<file path="config.mk">
export PLATFORM = sky130hd
export DESIGN_NAME = vpu_stream_ctrl_flat
export DESIGN_NICKNAME = d
export VERILOG_FILES = /design/src/rtl/vpu_stream_ctrl_if.sv /design/src/rtl/vpu_stream_ctrl.sv /design/src/flat_wrapper.sv
export SDC_FILE = /design/constraint.sdc
export NUM_CORES = 1
export LEC_CHECK = 0
export ABC_AREA = 1
export CORE_ASPECT_RATIO = 0.6
export CORE_MARGIN = 5
export CORE_UTILIZATION = 30
export DETAILED_ROUTE_END_ITERATION = 7
export GPL_TIMING_DRIVEN = 1
export MAX_ROUTING_LAYER = met4
export PLACE_DENSITY = 0.62
export SETUP_SLACK_MARGIN = 0.4
export SYNTH_ARGS = -nofsm -noshare
export SYNTH_HDL_FRONTEND = slang
export SYNTH_SLANG_ARGS = --single-unit
</file>
<file path="constraint.sdc">
create_clock -name clk -period 7.7 [get_ports clk]
set_clock_uncertainty 0.15 [all_clocks]
set_input_delay 0.77 -clock clk [delete_from_list [all_inputs] [get_ports clk]]
set_output_delay 0.77 -clock clk [all_outputs]
set_load 0.05 [all_outputs]
</file>
<file path="src/rtl/vpu_stream_ctrl_if.sv">
// ----------------------------------------------------------------------------
// vpu_stream_ctrl_if
// Bundles the unified-buffer and VPU-lane traffic of vpu_stream_ctrl.
//   rd_req_*     : UB row read request (valid/ready) and row address
//   rd_rsp_*     : UB read response, in order, no backpressure
//   vpu_*_in     : row, bias row and pathway mode presented to the VPU
//   vpu_*_out    : VPU result row, all lanes aligned
//   wr_req_*     : UB row write request (valid/ready), address and data
// master = controller side, slave = UB / VPU side.
// Rows are DATA_W*LANES bits wide with lane 0 in the MSB slice.
// ----------------------------------------------------------------------------
interface vpu_stream_ctrl_if #(
    parameter int DATA_W = 16,
    parameter int LANES  = 8,
    parameter int ADDR_W = 10
);
    localparam int ROW_BITS = DATA_W * LANES;

    logic                rd_req_val;
    logic                rd_req_rdy;
    logic [ADDR_W-1:0]   rd_req_addr;
    logic                rd_rsp_val;
    logic [ROW_BITS-1:0] rd_rsp_data;

    logic                vpu_valid_in;
    logic [ROW_BITS-1:0] vpu_data_in;
    logic [ROW_BITS-1:0] vpu_bias_in;
    logic [3:0]          vpu_pathway;
    logic                vpu_valid_out;
    logic [ROW_BITS-1:0] vpu_data_out;

    logic                wr_req_val;
    logic                wr_req_rdy;
    logic [ADDR_W-1:0]   wr_req_addr;
    logic [ROW_BITS-1:0] wr_req_data;

    modport master (
        output rd_req_val, rd_req_addr,
        input  rd_req_rdy, rd_rsp_val, rd_rsp_data,
        output vpu_valid_in, vpu_data_in, vpu_bias_in, vpu_pathway,
        input  vpu_valid_out, vpu_data_out,
        output wr_req_val, wr_req_addr, wr_req_data,
        input  wr_req_rdy
    );

    modport slave (
        input  rd_req_val, rd_req_addr,
        output rd_req_rdy, rd_rsp_val, rd_rsp_data,
        input  vpu_valid_in, vpu_data_in, vpu_bias_in, vpu_pathway,
        output vpu_valid_out, vpu_data_out,
        input  wr_req_val, wr_req_addr, wr_req_data,
        output wr_req_rdy
    );
endinterface

</file>
<file path="src/rtl/vpu_stream_ctrl.sv">
// ----------------------------------------------------------------------------
// vpu_stream_ctrl
// Streams cfg_rows rows from the unified buffer through a LANES-wide VPU and
// writes the results back row by row. An optional bias row is preloaded
// before streaming. Reads are credit-limited by the result FIFO depth so the
// FIFO can never overflow under a well-behaved VPU.
//
// Ports:
//   clk, rst_n        clock, asynchronous active-low reset
//   start             job launch pulse (honoured only when idle)
//   cfg_rows          rows in job, sampled on accepted start
//   cfg_zp_base       Z' read base address
//   cfg_b_base        bias row address
//   cfg_z_base        result write base address
//   cfg_bias_en       1 = preload bias row
//   cfg_pathway       VPU mode
//   busy              high whenever a job is active (incl. the done cycle)
//   done              one-cycle pulse on job completion
//   perf_cycles/perf_stall  only when VPU_STREAM_PERF_EN is defined
//   bus               UB / VPU traffic (vpu_stream_ctrl_if.master)
//
// Optional feature macro: VPU_STREAM_PERF_EN (busy-cycle and stall counters).
// ----------------------------------------------------------------------------
module vpu_stream_ctrl #(
    parameter int  DATA_W     = 16,
    parameter int  LANES      = 8,
    parameter int  ADDR_W     = 10,
    parameter int  MAX_ROWS   = 64,
    parameter int  FIFO_DEPTH = 4,
    localparam int ROW_W      = $clog2(MAX_ROWS + 1)
) (
    input  logic              clk,
    input  logic              rst_n,
    input  logic              start,
    input  logic [ROW_W-1:0]  cfg_rows,
    input  logic [ADDR_W-1:0] cfg_zp_base,
    input  logic [ADDR_W-1:0] cfg_b_base,
    input  logic [ADDR_W-1:0] cfg_z_base,
    input  logic              cfg_bias_en,
    input  logic [3:0]        cfg_pathway,
    output logic              busy,
    output logic              done,
`ifdef VPU_STREAM_PERF_EN
    output logic [31:0]       perf_cycles,
    output logic [31:0]       perf_stall,
`endif
    vpu_stream_ctrl_if.master bus
);
    localparam int ROW_BITS = DATA_W * LANES;
    localparam int CNT_W    = $clog2(FIFO_DEPTH + 1);
    localparam int PTR_W    = $clog2(FIFO_DEPTH);

    typedef enum logic [2:0] {IDLE, BIAS_REQ, BIAS_WAIT, STREAM, FINISH} state_t;

    state_t              state_reg, state_next;
    logic [ROW_W-1:0]    rows_reg, rd_issued_reg, wr_done_reg;
    logic [ADDR_W-1:0]   zp_base_reg, b_base_reg, z_base_reg;
    logic [CNT_W-1:0]    outstanding_reg, fifo_count_reg;
    logic [PTR_W-1:0]    fifo_wr_ptr_reg, fifo_rd_ptr_reg;
    logic [ROW_BITS-1:0] fifo_mem [FIFO_DEPTH];

    logic start_ok, stream_rd_hs, wr_hs, fifo_push, fwd;

    assign start_ok     = (state_reg == IDLE) && start;
    // Only Z' reads consume a result credit; the bias read does not.
    assign stream_rd_hs = (state_reg == STREAM) && bus.rd_req_val && bus.rd_req_rdy;
    assign wr_hs        = bus.wr_req_val && bus.wr_req_rdy;
    assign fwd          = (state_reg == STREAM) && bus.rd_rsp_val;
    // A push into a full FIFO is accepted only if a pop frees the slot in the
    // same cycle; otherwise the row is dropped.
    assign fifo_push    = (state_reg == STREAM) && bus.vpu_valid_out &&
                          ((fifo_count_reg != CNT_W'(FIFO_DEPTH)) || wr_hs);

    assign bus.wr_req_val  = (fifo_count_reg != '0);
    assign bus.wr_req_addr = z_base_reg + ADDR_W'(wr_done_reg);
    assign bus.wr_req_data = bus.wr_req_val ? fifo_mem[fifo_rd_ptr_reg] : '0;

    always_comb begin
        state_next      = state_reg;
        busy            = (state_reg != IDLE);
        done            = 1'b0;
        bus.rd_req_val  = 1'b0;
        bus.rd_req_addr = '0;
        case (state_reg)
            IDLE: begin
                if (start) begin
                    if (cfg_rows == '0)
                        state_next = FINISH;
                    else if (cfg_bias_en)
                        state_next = BIAS_REQ;
                    else
                        state_next = STREAM;
                end
            end
            BIAS_REQ: begin
                bus.rd_req_val  = 1'b1;
                bus.rd_req_addr = b_base_reg;
                if (bus.rd_req_rdy)
                    state_next = BIAS_WAIT;
            end
            BIAS_WAIT: begin
                if (bus.rd_rsp_val)
                    state_next = STREAM;
            end
            STREAM: begin
                bus.rd_req_addr = zp_base_reg + ADDR_W'(rd_issued_reg);
                bus.rd_req_val  = (rd_issued_reg < rows_reg) &&
                                  (outstanding_reg < CNT_W'(FIFO_DEPTH));
                if (wr_done_reg == rows_reg)
                    state_next = FINISH;
            end
            FINISH: begin
                done       = 1'b1;
                state_next = IDLE;
            end
            default: state_next = IDLE;
        endcase
    end

    always_ff @(posedge clk or negedge rst_n) begin
        if (!rst_n) begin
            state_reg        <= IDLE;
            rows_reg         <= '0;
            zp_base_reg      <= '0;
            b_base_reg       <= '0;
            z_base_reg       <= '0;
            rd_issued_reg    <= '0;
            wr_done_reg      <= '0;
            outstanding_reg  <= '0;
            fifo_count_reg   <= '0;
            fifo_wr_ptr_reg  <= '0;
            fifo_rd_ptr_reg  <= '0;
            bus.vpu_valid_in <= 1'b0;
            bus.vpu_data_in  <= '0;
            bus.vpu_bias_in  <= '0;
            bus.vpu_pathway  <= '0;
        end else begin
            state_reg <= state_next;

            if (start_ok) begin
                rows_reg        <= cfg_rows;
                zp_base_reg     <= cfg_zp_base;
                b_base_reg      <= cfg_b_base;
                z_base_reg      <= cfg_z_base;
                bus.vpu_pathway <= cfg_pathway;
                rd_issued_reg   <= '0;
                wr_done_reg     <= '0;
                outstanding_reg <= '0;
                if (!cfg_bias_en)
                    bus.vpu_bias_in <= '0;
            end

            if ((state_reg == BIAS_WAIT) && bus.rd_rsp_val)
                bus.vpu_bias_in <= bus.rd_rsp_data;

            if (stream_rd_hs)
                rd_issued_reg <= rd_issued_reg + ROW_W'(1);
            if (wr_hs)
                wr_done_reg <= wr_done_reg + ROW_W'(1);

            if (stream_rd_hs && !wr_hs)
                outstanding_reg <= outstanding_reg + CNT_W'(1);
            else if (!stream_rd_hs && wr_hs)
                outstanding_reg <= outstanding_reg - CNT_W'(1);

            bus.vpu_valid_in <= fwd;
            if (fwd)
                bus.vpu_data_in <= bus.rd_rsp_data;

            if (fifo_push)
                fifo_wr_ptr_reg <= fifo_wr_ptr_reg + PTR_W'(1);
            if (wr_hs)
                fifo_rd_ptr_reg <= fifo_rd_ptr_reg + PTR_W'(1);
            if (fifo_push && !wr_hs)
                fifo_count_reg <= fifo_count_reg + CNT_W'(1);
            else if (!fifo_push && wr_hs)
                fifo_count_reg <= fifo_count_reg - CNT_W'(1);
        end
    end

    // Result storage carries no reset; the head is masked while empty.
    always_ff @(posedge clk) begin
        if (fifo_push)
            fifo_mem[fifo_wr_ptr_reg] <= bus.vpu_data_out;
    end

`ifdef VPU_STREAM_PERF_EN
    logic stall_cond;
    assign stall_cond = (state_reg == STREAM) && (rd_issued_reg < rows_reg) &&
                        ((outstanding_reg == CNT_W'(FIFO_DEPTH)) ||
                         (bus.rd_req_val && !bus.rd_req_rdy));

    always_ff @(posedge clk or negedge rst_n) begin
        if (!rst_n) begin
            perf_cycles <= '0;
            perf_stall  <= '0;
        end else if (start_ok) begin
            perf_cycles <= '0;
            perf_stall  <= '0;
        end else begin
            if (busy && (perf_cycles != '1))
                perf_cycles <= perf_cycles + 32'd1;
            if (stall_cond && (perf_stall != '1))
                perf_stall <= perf_stall + 32'd1;
        end
    end
`endif
endmodule
</file>
<file path="src/flat_wrapper.sv">
// flat-port wrapper written by rule: the top's interface ports become plain ports
module vpu_stream_ctrl_flat 
#(
    parameter int  DATA_W     = 16,
    parameter int  LANES      = 8,
    parameter int  ADDR_W     = 10,
    parameter int  MAX_ROWS   = 64,
    parameter int  FIFO_DEPTH = 4,
    localparam int ROW_W      = $clog2(MAX_ROWS + 1)
)
  (clk, rst_n, start, cfg_rows, cfg_zp_base, cfg_b_base, cfg_z_base, cfg_bias_en, cfg_pathway, busy, done, bus_rd_req_val, bus_rd_req_addr, bus_rd_req_rdy, bus_rd_rsp_val, bus_rd_rsp_data, bus_vpu_valid_in, bus_vpu_data_in, bus_vpu_bias_in, bus_vpu_pathway, bus_vpu_valid_out, bus_vpu_data_out, bus_wr_req_val, bus_wr_req_addr, bus_wr_req_data, bus_wr_req_rdy);
  vpu_stream_ctrl_if #(.DATA_W(DATA_W), .LANES(LANES), .ADDR_W(ADDR_W)) bus_i ();
  input  logic clk;
  input  logic rst_n;
  input  logic start;
  input  logic [ROW_W-1:0] cfg_rows;
  input  logic [ADDR_W-1:0] cfg_zp_base;
  input  logic [ADDR_W-1:0] cfg_b_base;
  input  logic [ADDR_W-1:0] cfg_z_base;
  input  logic cfg_bias_en;
  input  logic [3:0] cfg_pathway;
  output logic busy;
  output logic done;
  output wire logic [$bits(bus_i.rd_req_val)-1:0] bus_rd_req_val;
  output wire logic [$bits(bus_i.rd_req_addr)-1:0] bus_rd_req_addr;
  input wire logic [$bits(bus_i.rd_req_rdy)-1:0] bus_rd_req_rdy;
  input wire logic [$bits(bus_i.rd_rsp_val)-1:0] bus_rd_rsp_val;
  input wire logic [$bits(bus_i.rd_rsp_data)-1:0] bus_rd_rsp_data;
  output wire logic [$bits(bus_i.vpu_valid_in)-1:0] bus_vpu_valid_in;
  output wire logic [$bits(bus_i.vpu_data_in)-1:0] bus_vpu_data_in;
  output wire logic [$bits(bus_i.vpu_bias_in)-1:0] bus_vpu_bias_in;
  output wire logic [$bits(bus_i.vpu_pathway)-1:0] bus_vpu_pathway;
  input wire logic [$bits(bus_i.vpu_valid_out)-1:0] bus_vpu_valid_out;
  input wire logic [$bits(bus_i.vpu_data_out)-1:0] bus_vpu_data_out;
  output wire logic [$bits(bus_i.wr_req_val)-1:0] bus_wr_req_val;
  output wire logic [$bits(bus_i.wr_req_addr)-1:0] bus_wr_req_addr;
  output wire logic [$bits(bus_i.wr_req_data)-1:0] bus_wr_req_data;
  input wire logic [$bits(bus_i.wr_req_rdy)-1:0] bus_wr_req_rdy;
  assign bus_rd_req_val = bus_i.rd_req_val;
  assign bus_rd_req_addr = bus_i.rd_req_addr;
  assign bus_i.rd_req_rdy = bus_rd_req_rdy;
  assign bus_i.rd_rsp_val = bus_rd_rsp_val;
  assign bus_i.rd_rsp_data = bus_rd_rsp_data;
  assign bus_vpu_valid_in = bus_i.vpu_valid_in;
  assign bus_vpu_data_in = bus_i.vpu_data_in;
  assign bus_vpu_bias_in = bus_i.vpu_bias_in;
  assign bus_vpu_pathway = bus_i.vpu_pathway;
  assign bus_i.vpu_valid_out = bus_vpu_valid_out;
  assign bus_i.vpu_data_out = bus_vpu_data_out;
  assign bus_wr_req_val = bus_i.wr_req_val;
  assign bus_wr_req_addr = bus_i.wr_req_addr;
  assign bus_wr_req_data = bus_i.wr_req_data;
  assign bus_i.wr_req_rdy = bus_wr_req_rdy;
  vpu_stream_ctrl #(.DATA_W(DATA_W), .LANES(LANES), .ADDR_W(ADDR_W), .MAX_ROWS(MAX_ROWS), .FIFO_DEPTH(FIFO_DEPTH)) u_core (.clk(clk), .rst_n(rst_n), .start(start), .cfg_rows(cfg_rows), .cfg_zp_base(cfg_zp_base), .cfg_b_base(cfg_b_base), .cfg_z_base(cfg_z_base), .cfg_bias_en(cfg_bias_en), .cfg_pathway(cfg_pathway), .busy(busy), .done(done), .bus(bus_i));
endmodule
</file>
==> results.json <==
{
  "status": "completed",
  "initial_utilization_pct": 30.1,
  "share_of_post_route_cells_with_drive_strength_above_1_pct": 5.42,
  "cts.reportedPaths.clkPinSlew_ps": 60,
  "clock_latency_ps": 660,
  "hp-class": "reg -> reg",
  "chipWidth_um": 442,
  "totalPowerFinal_uw": 21600,
  "postSynthCellCount": 2949,
  "h-tree-depth": 3,
  "cts_tree": "done",
  "r2r_setup_slack_ps": 3990,
  "p_leak_uw": 0.0174,
  "vias": 23500,
  "number_of_nets_with_antenna_violations_after_detailed_routing": 0,
  "finalNetCount": 3947,
  "report.final.slew_viol_count": 0,
  "die_area_mm2": 0.119,
  "port_buffers": 717,
  "top_level_ports": 718,
  "synth.lib_cells_used.distinct": 40,
  "place.gp.congestion": 0.848,
  "worst-endpoint-required_ps": 6780,
  "synth_fp_nets": 3288,
  "irDropWorstVdd_v": 0.000545,
  "place_hpwl_mm": 65.5,
  "synth.avg_cell_area_um2": 11.4,
  "final_hold_viol_count": 0,
  "area_share_of_the_largest_cell_type_after_synthesis_pct": 45.8,
  "worst_setup_path_start_kind": "flip-flop",
  "track_usage_pct": 16.9,
  "antenna_found_initial": 23,
  "core_area_mm2": 0.111,
  "postSynth.asyncResetShare_pct": 38.8,
  "ys_seq_area_share_pct": 70.1,
  "std_cell_rows": 95,
  "totalNegativeSetupSlack_ps": 0,
  "final.period_utilization_pct": 69.7,
  "ys_dominant_reg_cell": "sky130_fd_sc_hd__edfxtp_1",
  "finalWorstPathRequiredPeriod_ps": 5370,
  "first_global_vias": 22700,
  "areal_power_density_over_the_cells_mw_per_mm2": 483,
  "timing.critical_path.to_type": "output pin",
  "postSynthRegisterBits": 837,
  "cts_root_buf": "sky130_fd_sc_hd__clkbuf_16",
  "largest_register_by_flop_count": "u_core.fifo_mem",
  "synth_enable_flop_cells": 512,
  "max-cap-violations": 0,
  "post_drt_via_cell_ratio": 4.51,
  "fin_area_mm2": 0.0448,
  "numCtsBuffers": 81,
  "routed_wirelength_mm": 102,
  "detailed_place.area_mm2": 0.0421,
  "yosys_warnings": 0,
  "postCtsSetupBuffers": 0,
  "setup_violating_endpoint_count_in_the_final_report": 0,
  "setup.worst_path.class": "reg -> out",
  "layout.cells.most_common_list": "sky130_fd_sc_hd__clkdlybuf4s50_1, sky130_fd_sc_hd__nor2_1, sky130_fd_sc_hd__edfxtp_1",
  "drt_iter0_drc": 1704,
  "timing.max_slew.rel_slack_pct": 24.4,
  "detail_route.wl_per_cell_um": 19.6,
  "worst-slew-pin-transition_ps": 1130,
  "synthTopCellsByArea": "sky130_fd_sc_hd__edfxtp_1, sky130_fd_sc_hd__dfrtp_1, sky130_fd_sc_hd__nor2_1, sky130_fd_sc_hd__o21ai_0, sky130_fd_sc_hd__inv_1",
  "first_pass_grt_wire_length_mm": 149,
  "cts-resized-gates": 0,
  "place_ws_ps": 2770,
  "critPathArrivalTime_ps": 4450,
  "reg_top3": "u_core.fifo_mem (512), u_core.bus.vpu_bias_in (128), u_core.bus.vpu_data_in (128)",
  "largest_reg_flops": 512,
  "clock_path_buffers": 3,
  "chipHeight_um": 269,
  "synthesis.area_mm2": 0.0335,
  "overflow": 0,
  "layout.cells.most_common": "sky130_fd_sc_hd__clkdlybuf4s50_1",
  "largest_net_degree_at_the_start_of_global_routing": 172,
  "clock.fmax_mhz": 186,
  "dr.pass1.iters": 7,
  "synth_area_leader_cell": "sky130_fd_sc_hd__edfxtp_1",
  "worst-path-max-fanout": 101,
  "route.detailed.drc": 0,
  "clock_sinks": 837,
  "fin_ws_ps": 2330,
  "hold_slack_ps": 336,
  "area_growth_syn_to_layout_pct": 33.6,
  "rsz0062_at_grt": "false"
}
==> where the power goes <==
group | total, uW | internal (uW) | switching (uW)
combinational | 11300 | 3410 | 7870
clock | 4080 | 2300 | 1780
sequential | 6260 | 5690 | 579
==> critical path, stage by stage (launching register included) <==
cell and delay, ps:
sky130_fd_sc_hd__dfrtp_4 820, sky130_fd_sc_hd__inv_6 670, sky130_fd_sc_hd__buf_4 670, sky130_fd_sc_hd__o21ai_0 200
sky130_fd_sc_hd__a21oi_1 420, sky130_fd_sc_hd__clkdlybuf4s50_1 900
==> kinds of logic (layout without fill, tap and decap cells) <==
| group | Yosys count | count (layout) | share of synthesized area (%) |
|---|---|---|---|
| AND/OR/NAND/NOR | 836 | 836 | 9.63 |
| multiplexers | 35 | 35 | 1.17 |
| other | 0 | 21 | 0 |
| buffers and inverters | 488 | 1212 | 6.23 |
| AO/OA/AOI/OAI | 697 | 697 | 11.0 |
| adder cells (fa/ha/maj) | 34 | 34 | 1.34 |
| flip-flops | 837 | 837 | 70.1 |
| XOR/XNOR | 22 | 22 | 0.574 |
==> synth_stat cells (all sizes together), types with 2 or more instances <==
cell type  number
buf           101
nor3            2
a31oi           2
xor2           14
nor2          546
or2             2
o22ai         133
nand2         250
clkbuf         61
dfrtp         325
mux2           34
inv           323
nand3b          2
o21ai         405
nand4           4
fa              3
xnor2           8
a21oi         150
nand3          30
o211ai          2
edfxtp        512
clkinv          3
ha             31
==> final timing paths <==
path,startpoint,cells past startpoint,endpoint
setup / recovery,u_core.fifo_rd_ptr_reg[0]$_DFFE_PN0P_,5,bus_wr_req_data[13]
hold / removal,u_core.bus.vpu_data_in[50]$_DFFE_PN0P_,2,u_core.bus.vpu_data_in[50]$_DFFE_PN0P_
setup reg to reg,u_core.state_reg[0]$_DFFE_PN0P_,5,u_core.fifo_mem[1][18]$_DFFE_PP_
hold reg to reg,u_core.bus.vpu_data_in[50]$_DFFE_PN0P_,2,u_core.bus.vpu_data_in[50]$_DFFE_PN0P_
max in group asynchronous,rst_n,4,u_core.bus.vpu_bias_in[81]$_DFFE_PN0P_
min in group asynchronous,rst_n,2,u_core.z_base_reg[7]$_DFFE_PN0P_
==> through the flow <==
step           util [%]  instances
3_5_place_dp       37.7       5027
2_1_floorplan         -       2949
4_1_cts            40.1       5176
3_3_place_gp       37.7       5027
5_1_grt            40.2       5197
6_report           40.2       5197
==> per-layer routing <==
metal	share of wire, %	up-vias	track usage (%)
li1	-	11300	-
met1	44	11300	21.4
met2	46	631	25.7
met3	7.0	151	5.27
met4	3.3	0	6.00
met5	0	-	-
==> layout make-up <==
class,count,area (um2)
diodes,21,52.6
clock buffers,106,2190
clock inverters,42,505
fillers,10600,66700
inverters,326,1240
multi-input cells,1624,7990
flip-flops and latches,837,23500
well taps,1503,1880
repair buffers,738,7430
==> what timing repair did <==
action	in CTS	in global routing
hold endpoints to repair	74	0
endpoints found under the setup margin	0	0
hold buffers	1	0
Power figures use the tool's default switching activity.
